==> src/rtl/serial_comparator.sv <==
// Bit-serial magnitude comparator: one bit cell per clock, LSB-first (always WIDTH cycles)
// or MSB-first (stops at the first differing bit), unsigned or two's-complement.
module serial_comparator #(
  parameter int WIDTH = 8,
  parameter int CW    = $clog2(WIDTH + 1)
) (
  input  logic             clk,
  input  logic             rst,
  input  logic             start,
  input  logic             dir,
  input  logic             signed_cmp,
  input  logic [WIDTH-1:0] a,
  input  logic [WIDTH-1:0] b,
  output logic             busy,
  output logic             done,
  output logic             gt,
  output logic             lt,
  output logic             eq,
  output logic [CW-1:0]    cycles
);

  localparam int IW = (WIDTH > 1) ? $clog2(WIDTH) : 1;

  localparam logic [1:0] S_IDLE = 2'b00;
  localparam logic [1:0] S_RUN  = 2'b01;
  localparam logic [1:0] S_DONE = 2'b10;

  localparam logic [1:0] P_EQ = 2'b00;
  localparam logic [1:0] P_GT = 2'b01;
  localparam logic [1:0] P_LT = 2'b10;

  localparam logic [IW-1:0] IDX_MSB = IW'(WIDTH - 1);

  logic [1:0]       state_q, state_d;
  logic [WIDTH-1:0] a_q, a_d, b_q, b_d;
  logic             dir_q, dir_d, sgn_q, sgn_d;
  logic [1:0]       p_q, p_d;
  logic [IW-1:0]    idx_q, idx_d;
  logic [CW-1:0]    cyc_q, cyc_d;
  logic             gt_q, gt_d, lt_q, lt_d, eq_q, eq_d;
  logic             done_q, done_d;

  logic       bit_a, bit_b, diff, a_wins, last;
  logic [1:0] p_cell;

  // The sign bit carries negative weight, so a set MSB makes that operand smaller.
  always_comb begin
    bit_a  = a_q[idx_q];
    bit_b  = b_q[idx_q];
    diff   = bit_a ^ bit_b;
    a_wins = (sgn_q && (idx_q == IDX_MSB)) ? bit_b : bit_a;
    p_cell = diff ? (a_wins ? P_GT : P_LT) : p_q;
    last   = dir_q ? (diff || (idx_q == '0)) : (idx_q == IDX_MSB);
  end

  always_comb begin
    state_d = state_q;
    a_d     = a_q;
    b_d     = b_q;
    dir_d   = dir_q;
    sgn_d   = sgn_q;
    p_d     = p_q;
    idx_d   = idx_q;
    cyc_d   = cyc_q;
    gt_d    = gt_q;
    lt_d    = lt_q;
    eq_d    = eq_q;
    done_d  = 1'b0;
    case (state_q)
      S_RUN: begin
        cyc_d = cyc_q + CW'(1);
        p_d   = p_cell;
        if (last) begin
          state_d = S_DONE;
          done_d  = 1'b1;
          gt_d    = (p_cell == P_GT);
          lt_d    = (p_cell == P_LT);
          eq_d    = (p_cell == P_EQ);
        end else begin
          idx_d = dir_q ? (idx_q - IW'(1)) : (idx_q + IW'(1));
        end
      end
      default: begin
        if (start) begin
          state_d = S_RUN;
          a_d     = a;
          b_d     = b;
          dir_d   = dir;
          sgn_d   = signed_cmp;
          p_d     = P_EQ;
          idx_d   = dir ? IDX_MSB : '0;
          cyc_d   = '0;
          gt_d    = 1'b0;
          lt_d    = 1'b0;
          eq_d    = 1'b0;
        end else begin
          state_d = S_IDLE;
        end
      end
    endcase
  end

  always_ff @(posedge clk or posedge rst) begin
    if (rst) begin
      state_q <= S_IDLE;
      a_q     <= '0;
      b_q     <= '0;
      dir_q   <= 1'b0;
      sgn_q   <= 1'b0;
      p_q     <= P_EQ;
      idx_q   <= '0;
      cyc_q   <= '0;
      gt_q    <= 1'b0;
      lt_q    <= 1'b0;
      eq_q    <= 1'b0;
      done_q  <= 1'b0;
    end else begin
      state_q <= state_d;
      a_q     <= a_d;
      b_q     <= b_d;
      dir_q   <= dir_d;
      sgn_q   <= sgn_d;
      p_q     <= p_d;
      idx_q   <= idx_d;
      cyc_q   <= cyc_d;
      gt_q    <= gt_d;
      lt_q    <= lt_d;
      eq_q    <= eq_d;
      done_q  <= done_d;
    end
  end

  assign busy   = (state_q == S_RUN);
  assign done   = done_q;
  assign gt     = gt_q;
  assign lt     = lt_q;
  assign eq     = eq_q;
  assign cycles = cyc_q;

endmodule
==> config.mk <==
export PLATFORM = sky130hd
export DESIGN_NAME = serial_comparator
export DESIGN_NICKNAME = d
export VERILOG_FILES = /design/src/rtl/serial_comparator.sv
export SDC_FILE = /design/constraint.sdc
export NUM_CORES = 1
export LEC_CHECK = 0
export BUFFER_PORTS_ARGS = -buffer_cell sky130_fd_sc_hd__buf_2
export CAP_MARGIN = 10
export CORE_MARGIN = 2
export CORE_UTILIZATION = 55
export CTS_CLUSTER_SIZE = 25
export DETAILED_ROUTE_END_ITERATION = 10
export GPL_ROUTABILITY_DRIVEN = 0
export GPL_TIMING_DRIVEN = 1
export PLACE_DENSITY_LB_ADDON = 0.05
export RECOVER_POWER = 25
export SLEW_MARGIN = 20
export SYNTH_ARGS = -nofsm -noshare
export SYNTH_HDL_FRONTEND = slang
export SYNTH_SLANG_ARGS = --single-unit
==> constraint.sdc <==
create_clock -name clk -period 2.3 [get_ports clk]
set_input_delay 0.115 -clock clk [delete_from_list [all_inputs] [get_ports clk]]
set_output_delay 0.115 -clock clk [all_outputs]
set_load 0.005 [all_outputs]
# Word-level counts from Yosys, hierarchy flattened
# Index checks and enable logic that the tools add are counted.
[totals] register_bits=33 input_bits=21 word_cells=61
[classes] order_cmp=1 add_sub_neg=3 bitwise_logic=2 eq_ne=6 muxes=29 n_reduce_logical=8
[op_table] op="3-bit two-way mux" count=5
[op_table] op="1-bit two-way mux" count=14
[op_table] op="2-bit two-way mux" count=6
[op_table] op="4-bit two-way mux" count=2
[op_table] op="1-bit binary-select mux with 3-bit select" count=2
[op_table] op="2-bit AND reduction" count=3
[op_table] op="4-bit by 1-bit adder with 4-bit output (second input constant)" count=1
[op_table] op="2-bit by 1-bit == test with 1-bit output (second input constant)" count=2
[op_table] op="3-bit by 4-bit < comparator with 1-bit output (second input constant)" count=1
[op_table] op="3-bit by 1-bit adder with 3-bit output (second input constant)" count=1
[op_table] op="3-bit == test (second input constant)" count=1
[op_table] op="3-bit logical NOT" count=1
[op_table] op="3-bit by 1-bit subtractor with 3-bit output (second input constant)" count=1
[op_table] op="2-bit == test (second input constant)" count=1
[op_table] op="2-bit logical NOT" count=1
[op_table] op="2-bit by 1-bit inequality test with 1-bit output (second input constant)" count=1
[op_table] op="2-bit inequality test (second input constant)" count=1
[op_table] op="2-bit nonzero test" count=1
[op_table] op="1-bit logical AND" count=1
[op_table] op="1-bit logical OR" count=1
[op_table] op="1-bit NOT" count=1
[op_table] op="1-bit XOR" count=1

# Logic depth before layout (Yosys ltp)
# Gate-level depths: netlist (run 1).
[depth] ltp_word=8 mapped_depth=8 mapped_depth_nobuf=7

# Least setup slack after synthesis (run 1)
# Ideal clock, no wire load.
[synth_path] kind="flip-flop to flip-flop" start="register idx_q[0]" end="register p_q[0]" period_less_slack_ps=2114 n_path_buf=3 path_stages_with_launch=9 required_time_ps=2167 t_arrival_ps=1981 slack_ps=186 cell_sequence="dfrtp_1 -> buf_6 -> mux4_2 -> mux2_4 -> buf_6 -> xor2_2 -> buf_6 -> a221oi_2 -> o21ai_1"
[synth_via] elab_chain_len=6 word_cells_on_any_way=11 cone_classes="eq/ne: 1; mux: 8; bitwise: 1; reduce/logical: 1"
[synth_rtl] element="start: declaration" line_no="38" rtl="logic [IW-1:0] idx_q, idx_d;"
[synth_rtl] element="start signal: assignment" line_no="124" rtl="idx_q <= idx_d;"
[synth_rtl] element="1-bit binary-select mux with 3-bit select (tied with other cells)" line_no="48" rtl="bit_a = a_q[idx_q];"
[synth_rtl] element="1-bit two-way mux (not written as such) (tied with other cells)" line_no="48"
[synth_rtl] element="1-bit two-way mux" line_no="51" rtl="a_wins = (sgn_q && (idx_q == IDX_MSB)) ? bit_b : bit_a;"
[synth_rtl] element="2-bit two-way mux" line_no="52" rtl="p_cell = diff ? (a_wins ? P_GT : P_LT) : p_q;"
[synth_rtl] element="2-bit two-way mux *" line_no="52"
[synth_rtl] element="2-bit two-way mux *" line_no="69" rtl="case (state_q)"
[synth_rtl] element="end signal: assignment" line_no="123" rtl="p_q <= p_d;"
[synth_rtl] element="end: declaration" line_no="37" rtl="logic [1:0] p_q, p_d;"
# Every way passes the cells marked *; elsewhere a longest branch is shown, timed or not. The select of a mux whose other input is x is not followed.
# A chain may end at the register's enable or synchronous reset.

# Worst setup path in the final report (run 1)
[layout_path] start="register idx_q[0]" end="register idx_q[0]"
[layout_via] elab_chain_len=7 word_cells_on_any_way=16 cone_classes="add/sub: 2; eq/ne: 2; mux: 8; bitwise: 1; reduce/logical: 3"
[layout_rtl] element="1-bit binary-select mux with 3-bit select, on equally long branches" line_no="48, 49"
[layout_rtl] element="1-bit two-way mux, on equally long branches" line_no="48, 49"
[layout_rtl] element="1-bit XOR" line_no="50" rtl="diff = bit_a ^ bit_b;"
[layout_rtl] element="1-bit logical OR" line_no="53" rtl="last = dir_q ? (diff || (idx_q == '0)) : (idx_q == IDX_MSB);"
[layout_rtl] element="1-bit two-way mux" line_no="53"
[layout_rtl] element="2-bit inequality test (no source line)"
[layout_rtl] element="2-bit AND reduction (no source line)"
# Parallel ways exist; a longest one is shown, timed or not. The select of a mux whose other input is x is not followed.

==> flow_summary_export.csv, run 1 <==
group,metric,value,unit
run_status,status,"complete, but fails checks",
run_status,violations,"max-capacitance violations, max-slew violations",
critical_path,crit_buf_inv,1,
placed_design,place_area,0.00201,sq mm
power_and_ir_drop,switchingPower,0.00146,W
critical_path,reg2reg_slack,0.13,ns
critical_path,cp-start-kind,"register",
timing,min_period,2.17,ns
power_and_ir_drop,clkPwrFrac,9.0,%
clock_tree,clock-sinks,33,
timing,final.period_utilization,94.5,%
floorplan,row_count,20,
logic_synthesis,synth-seq-area-share,46.0,%
critical_path,critical-path-max-stage-delay,0.55,ns
critical_path,worstPathRequired,2.54,ns
power_and_ir_drop,combPwrFrac,61.0,%
power_and_ir_drop,p_sw_share,41.5,%
clock_tree,htreeDepth,2,
finish,postLayoutCellArea,0.00223,sq mm
logic_synthesis,syn-instance-count,154,
clock_tree,cts_tree,"yes",
logic_synthesis,synth_edf_count,0,
power_and_ir_drop,leakage,1.01,nW
clock_tree,numCtsBuffers,5,
power_and_ir_drop,totalPowerFinal,0.00352,W
floorplan,die_y,61.1,microns
timing,tightest_slew,1.67,ns
floorplan,die_w,61.1,microns
floorplan,io_pins,30,
job,maxCapViolations,1,
global_routing,grt_pass1_wl,6150,microns
route,ant_nets,0,
finish,syn_to_final_growth,24.1,%
floorplan,die_area,0.00374,sq mm
global_routing,antenna_found_initial,0,
power_and_ir_drop,p_seq_share,30.0,%
route,first_iter_violations,70,
route,firstDrtPassIters,4,
power_and_ir_drop,power_density,1580,mW/mm^2
timing,setup_viol,0,
timing,finalClockSkew,0.00513,ns
clock_tree,ctsRootBufferMaster,"clkbuf_4",
power_and_ir_drop,ir_drop,967,uV
timing,fmax,460,MHz
timing,final_max_slew_viol_count,34,
timing,hold_slack,0.0104,ns
route,viasPerCell,5.40,
floorplan,core-area,0.00308,sq mm
logic_synthesis,post_synth.cell_area_avg,11.7,sq um
logic_synthesis,yosys.cell_types.count,43,
logic_synthesis,async_flop_share,100,%
clock_tree,cts_resized,0,
critical_path,cp.arrival,2.41,ns
logic_synthesis,synth-seq-cells,33,
placed_design,place_hpwl,2580,microns
finish,n_antenna_cell,0,
clock_tree,cts.clk_slew.worst_paths,0.10,ns
critical_path,worstPathCellList,"buf_4 > mux4_2 > mux2i_4 > xor2_2 > a21oi_1 > o32ai_1",
worst_hold_path,hp-class,"in -> reg",
logic_synthesis,synth-main-ff-cell,"dfrtp_1",
timing,tns,0,ns
route,wirelength,3650,microns
global_routing,grt_pass1_vias,1397,
global_routing,grt_max_degree,34,
placed_design,port_buffers,29,
route,drc,0,
logic_synthesis,syn_area,0.00179,sq mm
timing,hold_violations,0,
route,dr_total_vias,1361,
clock_tree,clockBufferDepth,2,
finish,fin_util,72.4,%
logic_synthesis,syn-num-nets,177,
finish,drive_gt1_share,37.0,%
logic_synthesis,yosys_warnings,0,
route,wl_per_cell,14.5,microns
critical_path,slowest_stage,"mux4_2",
finish,fin_nets,230,
critical_path,crit_fanout,9,
critical_path,crit_type,"reg -> reg",
global_routing,grt_usage,23.0,%
power_and_ir_drop,internal_power,0.00206,W
critical_path,cpLargestDelayFamily,"multiplexers",
timing,relSlewSlack,-11.5,%
floorplan,floorplan.initialDensity,58.3,%
clock_tree,worstSkewPairLatency,0.34,ns
timing,rsz0062_at_grt,"false",
global_routing,overflow,0,
critical_path,end_kind,"register",
kinds of logic (layout without fill, tap and decap cells):
group / after synthesis / count (layout) / share of synthesized area, %
mux: 30 / 30 / 21.9
fa+ha+maj: 2 / 2 / 1.81
xor+xnor: 3 / 3 / 1.88
flops: 33 / 33 / 46.0
simple gates: 40 / 40 / 11.1
compound gates: 30 / 30 / 12.6
buf+inv: 16 / 70 / 4.67
Yosys cell counts, types with 2 or more instances:
cell | number | area (sq um)
dfrtp_1 | 33 | 826
mux2_2 | 17 | 191
nand2_1 | 13 | 48.8
mux2i_1 | 7 | 70.1
nor2_1 | 7 | 26.3
a21oi_1 | 6 | 30.0
clkbuf_1 | 6 | 22.5
o21ai_0 | 6 | 30.0
inv_1 | 5 | 18.8
nand3_1 | 5 | 25.0
nor3_1 | 4 | 20.0
buf_6 | 3 | 33.8
mux4_2 | 3 | 67.6
nand3b_1 | 3 | 22.5
a211oi_2 | 2 | 25.0
a221oi_2 | 2 | 30.0
and2_1 | 2 | 12.5
nand2b_1 | 2 | 12.5
nand4_1 | 2 | 12.5
o211ai_1 | 2 | 15.0
o21ai_1 | 2 | 10.0
flip-flops by register name, indices dropped and copies added, names as in the netlist:
| name | cells |
|---|---|
| sgn_q | 1 |
| b_q | 8 |
| cycles | 4 |
| a_q | 8 |
| done | 1 |
| dir_q | 1 |
| lt | 1 |
| gt | 1 |
| idx_q | 3 |
| eq | 1 |
| p_q | 2 |
| state_q | 2 |
metal layers:
metal | routed length, microns | GRT usage [%]
met4 | 85 | 12.4
met3 | 110 | 4.62
met2 | 1910 | 38.6
met1 | 1540 | 27.7
met5 | 0 | 0
metrics by stage:
step                      setup WS, ns  std cells
after floorplan                  0.186        154
after global placement           0.184        227
after detailed placement         0.134        227
after CTS                        0.121        246
after global routing           0.00842        252
final                            0.126        252
cell type report:
type	instances	area (sq um)
clock buffers	5	37.5
clock inverters	3	17.5
fillers	222	851
inverters	6	22.5
multi-input cells	105	885
flip-flops and latches	33	826
well taps	44	55.1
repair buffers	56	384
layout by cell type, fill, tap and decap left out, types with 4 or more instances in the layout:
cell type and n:
a21oi_1 6, buf_2 29, buf_4 10, clkbuf_4 5
dfrtp_1 33, dlygate4sd3_1 16, inv_1 5, mux2_2 17
mux2i_1 7, nand2_1 13, nand3_1 5, nor2_1 7
nor3_1 4, o21ai_0 6
timing repair:
action | 4_1_cts | 5_1_grt
setup buffers | 0 | 1
setup endpoints to repair | 0 | 1
hold endpoints to repair | 43 | 5
hold buffers | 11 | 5
path summary, 6_finish.rpt:
check | start | end | cells past startpoint
max reg2reg | idx_q[0] | idx_q[0] | 6
max in group asynchronous | rst | idx_q[1] | 4
min | a[6] | a_q[6] | 2
max | idx_q[0] | idx_q[0] | 6
min in group asynchronous | rst | dir_q | 4
min reg2reg | b_q[1] | b_q[1] | 1
power by group through the flow:
stage | registers (W) | logic [W] | clock network [W]
after global routing | 0.00110 | 0.00235 | 0.000360
after CTS | 0.00106 | 0.00211 | 0.000323
after floorplan | 0.000976 | 0.00174 | 0
final | 0.00106 | 0.00215 | 0.000315
after detailed placement | 0.00107 | 0.00209 | 0
after global placement | 0.00106 | 0.00201 | 0
Power figures use the tool's default switching activity.
==> run 2, diff against run 1 <==
--- a/config.mk
+++ b/config.mk
@@ -8,7 +8,7 @@
 export BUFFER_PORTS_ARGS = -buffer_cell sky130_fd_sc_hd__buf_2
 export CAP_MARGIN = 10
 export CORE_MARGIN = 2
-export CORE_UTILIZATION = 55
+export CORE_UTILIZATION = 42
 export CTS_CLUSTER_SIZE = 25
 export DETAILED_ROUTE_END_ITERATION = 10
 export GPL_ROUTABILITY_DRIVEN = 0
==> flow_summary_export.csv, run 2 (same netlist as run 1, synthesis figures left out) <==
group,metric,value,unit
placed_design,place_hpwl,2690,microns
worst_hold_path,hp-class,"in -> reg",
route,viasPerCell,5.47,
critical_path,crit_type,"reg -> reg",
finish,drive_gt1_share,40.4,%
route,wl_per_cell,14.8,microns
timing,fmax,466,MHz
timing,setup_viol,0,
clock_tree,post-cts-setup-buffers,0,
timing,finalClockSkew,0.00936,ns
clock_tree,numCtsBuffers,5,
timing,final.period_utilization,93.2,%
floorplan,row_count,23,
finish,syn_to_final_growth,18.8,%
global_routing,grt_pass1_wl,6500,microns
finish,fillCellCount,382,
timing,min_period,2.14,ns
route,ant_nets,0,
finish,regArea,826,sq um
clock_tree,cts.clk_slew.worst_paths,0.06,ns
floorplan,die_y,69.4,microns
timing,tightest_slew,0.786,ns
power_and_ir_drop,leakage,0.973,nW
finish,multi_input_area,892,sq um
route,drc,0,
route,firstDrtPassIters,4,
job,maxCapViolations,0,
finish,n_antenna_cell,0,
critical_path,worstPathRequired,2.46,ns
critical_path,cp-start-kind,"register",
clock_tree,cts_tree,"yes",
timing,tns,0,ns
clock_tree,worstSkewPairLatency,0.28,ns
floorplan,die_w,69.4,microns
critical_path,cp.arrival,2.31,ns
route,wirelength,3600,microns
global_routing,grt_max_degree,34,
timing,relSlewSlack,47.6,%
clock_tree,clock-sinks,33,
floorplan,core-area,0.00406,sq mm
finish,layout_commonest_cell,"dfrtp_1",
finish,final_cells,243,
placed_design,dp.cells,235,
placed_design,port_buffers,29,
critical_path,crit_fanout,7,
clock_tree,ctsRootBufferMaster,"clkbuf_8",
timing,rsz0062_at_grt,"false",
global_routing,grt_pass1_vias,1406,
floorplan,floorplan.initialDensity,44.2,%
run_status,status,"complete, no violations",
global_routing,antenna_found_initial,0,
power_and_ir_drop,power_density,1680,mW/mm^2
route,dr_total_vias,1328,
finish,fin_nets,216,
clock_tree,clockBufferDepth,2,
finish,final_cell_mix,"dfrtp_1, buf_2, mux2_2",
power_and_ir_drop,ir_drop,590,uV
global_routing,grt_usage,17.0,%
critical_path,end_kind,"register",
global_routing,overflow,0,
route,first_iter_violations,83,
clock_tree,htreeDepth,2,
timing,final_max_slew_viol_count,0,
timing,hold_violations,0,
floorplan,io_pins,30,
floorplan,die_area,0.00481,sq mm
run 2: cell types whose count changed in the layout (fill, tap and decap cells not counted), sizes merged:
cell,delta
clkinv,-2
clkbuf,+2
buf,+1
dlygate4sd3,-15
clkinvlp,-1
run 2: layout make-up:
| cell class | instances | area share [%] |
|---|---|---|
| clock buffers | 7 | 4.05 |
| inverters | 6 | 1.06 |
| repair buffers | 42 | 11.4 |
| multi-input cells | 105 | 41.8 |
| flip-flops and latches | 33 | 38.7 |
| well taps | 50 | 2.93 |
run 2: timing repair:
item                                    4_1_cts  5_1_grt
gates resized for setup                       0        1
hold buffers                                  1        0
endpoints found under the setup margin        0        1
hold endpoints to repair                     33        0
run 2: final timing paths:
path / from / to / slack (ns) / cells after the start
max in group asynchronous: rst / sgn_q / 1.20 / 4
worst min register to register: b_q[6] / b_q[6] / 0.50 / 1
min in group asynchronous: rst / idx_q[2] / 0.59 / 4
worst min-delay path: a[0] / a_q[0] / 0.07 / 2
worst max-delay path: idx_q[0] / p_q[1] / 0.16 / 6
worst max register to register: idx_q[0] / p_q[1] / 0.16 / 6
run 2: metal layers:
metal  share of wire (%)  global-route usage [%]  up-vias
li1                    -                       -      638
met1                  43                    20.1      657
met2                  52                    29.3       31
met3                 4.5                    5.38        2
met4                0.36                    5.45        0
met5                   0                       0        -
run 2: report_power, final:
part	switching [W]	internal (W)
logic	0.00104	0.00106
clock network	0.000198	0.000237
registers	0.000204	0.000858
run 2: through the flow:
step                instance area (sq um)  hold slack (ns)  total power [W]  setup WS, ns  util [%]
finish                               2130           0.0675          0.00359         0.156      52.5
CTS                                  2130           0.0597          0.00361        0.0636      52.4
global route                         2130           0.0572          0.00392        0.0137      52.5
detailed placement                   2030            0.225          0.00316         0.116      50.0
floorplan                            1790            0.244          0.00272         0.186         -
global placement                     2030            0.216          0.00310         0.169      50.0
run 2: critical path, cell delays in order (launching register included):
cell and delay (ns):
dfrtp_1 0.44, mux4_1 0.57, mux2_4 0.30, xor2_2 0.19, buf_4 0.19, a221oi_2 0.26, o21ai_1 0.08
